`config.mk`:
```
export PLATFORM = sky130hd
export DESIGN_NAME = id_ex_stage
export DESIGN_NICKNAME = d
export VERILOG_FILES = /design/src/rtl/id_ex_stage.sv
export SDC_FILE = /design/constraint.sdc
export NUM_CORES = 1
export LEC_CHECK = 0
export BUFFER_PORTS_ARGS = -buffer_cell sky130_fd_sc_hd__buf_2
export CORE_AREA = 4 4 141 143
export CTS_CLUSTER_DIAMETER = 150
export CTS_CLUSTER_SIZE = 40
export DETAILED_ROUTE_END_ITERATION = 10
export DIE_AREA = 0 0 145 147
export GPL_ROUTABILITY_DRIVEN = 1
export MAX_ROUTING_LAYER = met4
export PLACE_DENSITY = 0.73
export SLEW_MARGIN = 10
export SYNTH_ARGS = -nofsm -noshare
export SYNTH_HDL_FRONTEND = slang
export SYNTH_SLANG_ARGS = --single-unit
```
`constraint.sdc`:
```
create_clock -name clk -period 6.8 [get_ports clk]
set_clock_uncertainty 0.15 [all_clocks]
set_input_delay 1.36 -clock clk [delete_from_list [all_inputs] [get_ports clk]]
set_output_delay 1.36 -clock clk [all_outputs]
set_load 0.01 [all_outputs]
```
`src/rtl/id_ex_stage.sv`:
```
// -----------------------------------------------------------------------------
// id_ex_stage
//
// Decode-to-execute pipeline register: one entry with a valid/ready handshake
// on both sides. It reads operands from the register file, with a write-through
// bypass so that a write-back in the same cycle is seen. It detects load-use
// hazards against the held entry, and it refreshes held operands while
// execute applies backpressure. A saturating counter records hazard-stall
// cycles.
//
// Ports
//   clk, rst                  clock; asynchronous active-high reset
//   in_valid / in_ready       decode-side handshake
//   in_pc, in_imm             decoded PC and immediate
//   in_rs1, in_rs2, in_rd     register indices
//   in_use_rs1, in_use_rs2    the instruction reads rs1 / rs2
//   in_is_load                the instruction is a load
//   in_ctrl                   opaque control bundle for execute
//   rf_rdata1, rf_rdata2      asynchronous register-file read data
//   wb_en, wb_rd, wb_data     write-back transaction going into the regfile
//   flush                     synchronous kill from branch resolution
//   out_valid / out_ready     execute-side handshake
//   out_*                     registered payload presented to execute
//   stall_cnt                 saturating count of stall cycles
// -----------------------------------------------------------------------------
module id_ex_stage #(
    parameter int CTRL_W = 8,
    parameter int CNT_W  = 16
) (
    input  logic              clk,
    input  logic              rst,
    input  logic              in_valid,
    output logic              in_ready,
    input  logic [31:0]       in_pc,
    input  logic [31:0]       in_imm,
    input  logic [4:0]        in_rs1,
    input  logic [4:0]        in_rs2,
    input  logic [4:0]        in_rd,
    input  logic              in_use_rs1,
    input  logic              in_use_rs2,
    input  logic              in_is_load,
    input  logic [CTRL_W-1:0] in_ctrl,
    input  logic [31:0]       rf_rdata1,
    input  logic [31:0]       rf_rdata2,
    input  logic              wb_en,
    input  logic [4:0]        wb_rd,
    input  logic [31:0]       wb_data,
    input  logic              flush,
    output logic              out_valid,
    input  logic              out_ready,
    output logic [31:0]       out_pc,
    output logic [31:0]       out_imm,
    output logic [31:0]       out_op1,
    output logic [31:0]       out_op2,
    output logic [4:0]        out_rs1,
    output logic [4:0]        out_rs2,
    output logic [4:0]        out_rd,
    output logic              out_is_load,
    output logic [CTRL_W-1:0] out_ctrl,
    output logic [CNT_W-1:0]  stall_cnt
);

    logic advance;
    logic hazard;

    // Operand lanes as arrays so that both lanes share one bypass description.
    logic [4:0]  src_idx  [2];
    logic [31:0] rf_data  [2];
    logic [4:0]  held_idx [2];
    logic [31:0] held_op  [2];
    logic [31:0] cap_op   [2];
    logic [31:0] hold_op  [2];

    assign src_idx[0]  = in_rs1;
    assign src_idx[1]  = in_rs2;
    assign rf_data[0]  = rf_rdata1;
    assign rf_data[1]  = rf_rdata2;
    assign held_idx[0] = out_rs1;
    assign held_idx[1] = out_rs2;
    assign held_op[0]  = out_op1;
    assign held_op[1]  = out_op2;

    genvar gi;
    generate
        for (gi = 0; gi < 2; gi++) begin : g_lane
            // Regfile write and read in the same cycle: take the write data.
            // Index 0 is hard-wired zero and is never bypassed.
            assign cap_op[gi] = (wb_en && (wb_rd != 5'd0) && (wb_rd == src_idx[gi]))
                                ? wb_data : rf_data[gi];
            // While stalled by execute, a held operand may have been read
            // before its producer wrote back; pick up that write now.
            assign hold_op[gi] = (wb_en && (wb_rd != 5'd0) && (wb_rd == held_idx[gi]))
                                 ? wb_data : held_op[gi];
        end
    endgenerate

    assign advance = !out_valid || out_ready;

    // Load in the output register whose result a consumer in decode needs:
    // the load data is not available yet, so insert one bubble.
    assign hazard = out_valid && out_is_load && (out_rd != 5'd0) && in_valid &&
                    ((in_use_rs1 && (in_rs1 == out_rd)) ||
                     (in_use_rs2 && (in_rs2 == out_rd)));

    // A flush discards whatever decode offers, so it is always "accepted".
    assign in_ready = flush || (advance && !hazard);

    always_ff @(posedge clk or posedge rst) begin
        if (rst) begin
            out_valid   <= 1'b0;
            out_pc      <= '0;
            out_imm     <= '0;
            out_op1     <= '0;
            out_op2     <= '0;
            out_rs1     <= '0;
            out_rs2     <= '0;
            out_rd      <= '0;
            out_is_load <= 1'b0;
            out_ctrl    <= '0;
        end else if (flush) begin
            out_valid <= 1'b0;
        end else if (advance) begin
            if (in_valid && !hazard) begin
                out_valid   <= 1'b1;
                out_pc      <= in_pc;
                out_imm     <= in_imm;
                out_op1     <= cap_op[0];
                out_op2     <= cap_op[1];
                out_rs1     <= in_rs1;
                out_rs2     <= in_rs2;
                out_rd      <= in_rd;
                out_is_load <= in_is_load;
                out_ctrl    <= in_ctrl;
            end else begin
                // Bubble (hazard) or nothing offered; payload holds.
                out_valid <= 1'b0;
            end
        end else begin
            // Held by execute: only operand refresh may change the payload.
            out_op1 <= hold_op[0];
            out_op2 <= hold_op[1];
        end
    end

    always_ff @(posedge clk or posedge rst) begin
        if (rst) begin
            stall_cnt <= '0;
        end else if (in_valid && !in_ready && !flush && (stall_cnt != {CNT_W{1'b1}})) begin
            stall_cnt <= stall_cnt + 1'b1;
        end
    end

endmodule
```
==> results.py <==
metrics = {
    "outcome": {
        "status": "complete, no violations",
    },
    "worst_setup_path": {
        "path_class": "input pin to output port",
        "crit_arrival_ns": 2.88,
        "end_kind": "output port",
        "r2r_start": "out_rd[4]",
        "cp.required_ns": 5.29,
        "r2r_end": "out_imm[18]",
        "cp-start-kind": "input pin",
        "worstPathMaxFanout": 4,
        "rrSetupSlack_ns": 3.49,
        "r2r_cells": 6,
    },
    "synthesis": {
        "ys_ff_latch": 169,
        "syn_nets": 729,
        "syn_area_um2": 7800,
        "synth_ff_type": "dfrtp_1",
        "async_reset_ff_share_pct": 100,
        "seq_area_frac_synth_pct": 54.2,
        "ys_warn_count": 0,
        "yosys.cell_types.count": 34,
        "syn_area_per_cell_um2": 14.7,
        "synth-edff-count": 0,
        "syn-instance-count": 531,
    },
    "finish": {
        "multi_input_area_um2": 3430,
        "nNetsFinal": 1094,
        "num_antenna_cells": 0,
        "drive_above_1_share_pct": 64.5,
        "area_delta_synth_final_pct": 34.0,
        "seqCellArea_um2": 4230,
        "nFillCells": 1609,
    },
    "floorplanning": {
        "num_rows": 50,
        "die_width_um": 145,
        "dieHeight_um": 147,
        "start_util_pct": 42.0,
        "boundaryPins": 367,
        "core_um2": 18600,
        "fp.dieArea_um2": 21300,
    },
    "place": {
        "place.gp.congestion": 0.818,
        "io_buffers": 366,
        "dp.final_hpwl_um": 16700,
        "place_ws_ns": 2.46,
    },
    "timing": {
        "setup_viol": 0,
        "slew_headroom_pct": 31.8,
        "clock.fmax_mhz": 228,
        "timing.final.crit_share_pct": 64.5,
        "period_minus_slack_ns": 4.39,
        "rsz0062_at_grt": "no",
        "fin_tns_setup_ns": 0,
        "worst_pin_slew_ns": 1.02,
        "fin_ws_ns": 2.41,
        "timing_hold_violations_final": 0,
        "drv_slew": 0,
    },
    "clock_tree": {
        "cts.repair.resized": 0,
        "clock_path_buffers": 2,
        "cts_max_level": 4,
        "cts_buffers": 17,
        "clock_sinks": 169,
        "cts_tree": "built",
        "cts_root_buf": "clkbuf_16",
        "post_cts_buffers": 0,
        "ctsHoldBuffers": 0,
        "clk-insertion-delay-late_ns": 0.41,
        "cts.clk_slew.worst_paths_ns": 0.06,
    },
    "grt": {
        "antenna_found_initial": 0,
        "grt_overflow": 0,
        "grt_first_pass_wirelength_um": 34100,
        "grt_max_degree": 70,
        "grt_util_all_layers_pct": 20.9,
        "grt_pass1_vias": 6126,
    },
    "hold_path": {
        "hold_depth": 1,
        "hold_class": "flop to flop",
        "min_to": "out_op2[13]",
        "holdCritStartpoint": "out_op2[13]",
    },
    "route": {
        "wirelength_um": 21700,
        "first_pass_iters": 4,
        "viasPerCell": 4.99,
        "drt_iter0_drc": 145,
        "antenna_left": 0,
        "drc": 0,
        "num_vias": 5699,
        "avgRoutedWirePerCell_um": 19.0,
    },
    "power": {
        "leakage_nw": 5.13,
        "ir_worst_vdd_uv": 152,
        "p_per_area_nw_per_um2": 283,
    },
    "job": {
        "maxCapViolations": 0,
    },
}
## worst max path at each step
stage | start | end | slack [ns] | cells past startpoint
final | in_rs1[4] | in_ready | 2.41 | 7
after global routing | in_rs1[4] | in_ready | 2.29 | 7
after CTS | in_rs1[4] | in_ready | 2.44 | 7
after detailed placement | in_rs1[4] | in_ready | 2.46 | 7
after global placement | in_rs1[4] | in_ready | 2.46 | 7
after floorplan | rst | out_ctrl[0] | 0.71 | 1
## placed cells by master (no fill, tap or decap), drive strengths merged
cell type | netlist | routed
nor4 | 1 | 1
o22ai | 1 | 1
and3 | 4 | 4
ha | 1 | 1
or4 | 1 | 1
bufinv | 0 | 3
a21oi | 4 | 4
clkinv | 0 | 2
a41oi | 2 | 2
mux2 | 217 | 217
or2 | 1 | 1
o41ai | 1 | 1
nand2 | 14 | 14
and2 | 3 | 3
xnor2 | 20 | 20
o221ai | 1 | 1
nor3 | 9 | 9
and4 | 1 | 1
inv | 1 | 7
clkinvlp | 0 | 3
nand3 | 6 | 6
nor2b | 2 | 2
xor2 | 25 | 25
clkbuf | 8 | 17
nand2b | 1 | 1
buf | 19 | 373
nand4 | 5 | 5
o221a | 1 | 1
dfrtp | 169 | 169
nor2 | 11 | 11
o21ai | 1 | 1
a31oi | 1 | 1
## per-layer routing
metal  part of all wire, %  vias to the layer above  track usage [%]
li1                      -                     2618                -
met1                    41                     2823             25.0
met2                    51                      244             35.6
met3                   6.9                       14             5.64
met4                   1.1                        0             4.56
met5                     0                        -                -
## state kept, by name, indices dropped and copies added, names as in the netlist
register	cells
out_imm	32
out_op1	32
out_op2	32
out_pc	32
stall_cnt	16
out_ctrl	8
out_rd	5
out_rs1	5
out_rs2	5
out_is_load	1
out_valid	1
## kinds of logic (layout without fill, tap and decap cells)
| family | Yosys count | after routing | share of synthesized area (%) |
|---|---|---|---|
| muxes | 217 | 217 | 32.8 |
| DFF | 169 | 169 | 54.2 |
| and+or+nand+nor | 59 | 59 | 3.86 |
| xor gates and xnor gates | 45 | 45 | 5.05 |
| buffers and inverters | 28 | 405 | 2.31 |
| AOI/OAI and AO/OA | 12 | 12 | 1.65 |
| adders and majority gates | 1 | 1 | 0.160 |
## stage by stage
step	util [%]	cells	power (mW)	cell area [um2]	hold slack, ns
2_1_floorplan	-	531	1.65	7800	0.365
3_3_place_gp	53.0	1111	1.96	9850	0.319
6_report	56.3	1142	2.96	10500	0.340
4_1_cts	56.3	1142	2.99	10500	0.342
3_5_place_dp	53.0	1111	1.98	9850	0.326
5_1_grt	56.3	1142	3.11	10500	0.359
## cell usage after synthesis, types with 2 or more instances
master / count / area share [%]
and2_1: 3 / 0.24
a41oi_2: 2 / 0.42
buf_4: 3 / 0.29
mux2_1: 46 / 6.6
mux2_4: 30 / 5.8
buf_2: 9 / 0.58
mux2_2: 141 / 20
nand3_1: 6 / 0.38
nand4_1: 5 / 0.40
xnor2_1: 20 / 2.2
nand2_1: 14 / 0.67
nor3_1: 9 / 0.58
xor2_1: 25 / 2.8
and3_1: 4 / 0.32
dfrtp_1: 169 / 54
clkbuf_1: 8 / 0.38
nor2_1: 11 / 0.53
buf_6: 7 / 1.0
a21oi_1: 3 / 0.19
nor2b_1: 2 / 0.16
## final cells by class
| cell class | count | area share, % |
|---|---|---|
| clock buffer | 17 | 4.07 |
| sequential | 169 | 40.4 |
| clock inverter | 14 | 1.76 |
| timing repair buffer | 373 | 18.0 |
| multi-input combinational | 334 | 32.8 |
| tap | 234 | 2.80 |
| inverter | 1 | 0.0837 |
## report_power, final
group          total [mW]  switching [mW]  internal (mW)
combinational       0.674           0.326          0.349
sequential           1.28          0.0999           1.18
clock                1.01           0.420          0.586
total                2.96           0.845           2.11
## critical path, stage by stage
cell,delay (ns)
buf_2,0.13
xnor2_1,0.15
nand4_1,0.16
o22ai_1,0.40
a21oi_1,0.20
or2_2,0.32
buf_2,0.14
Power figures use the tool's default switching activity.
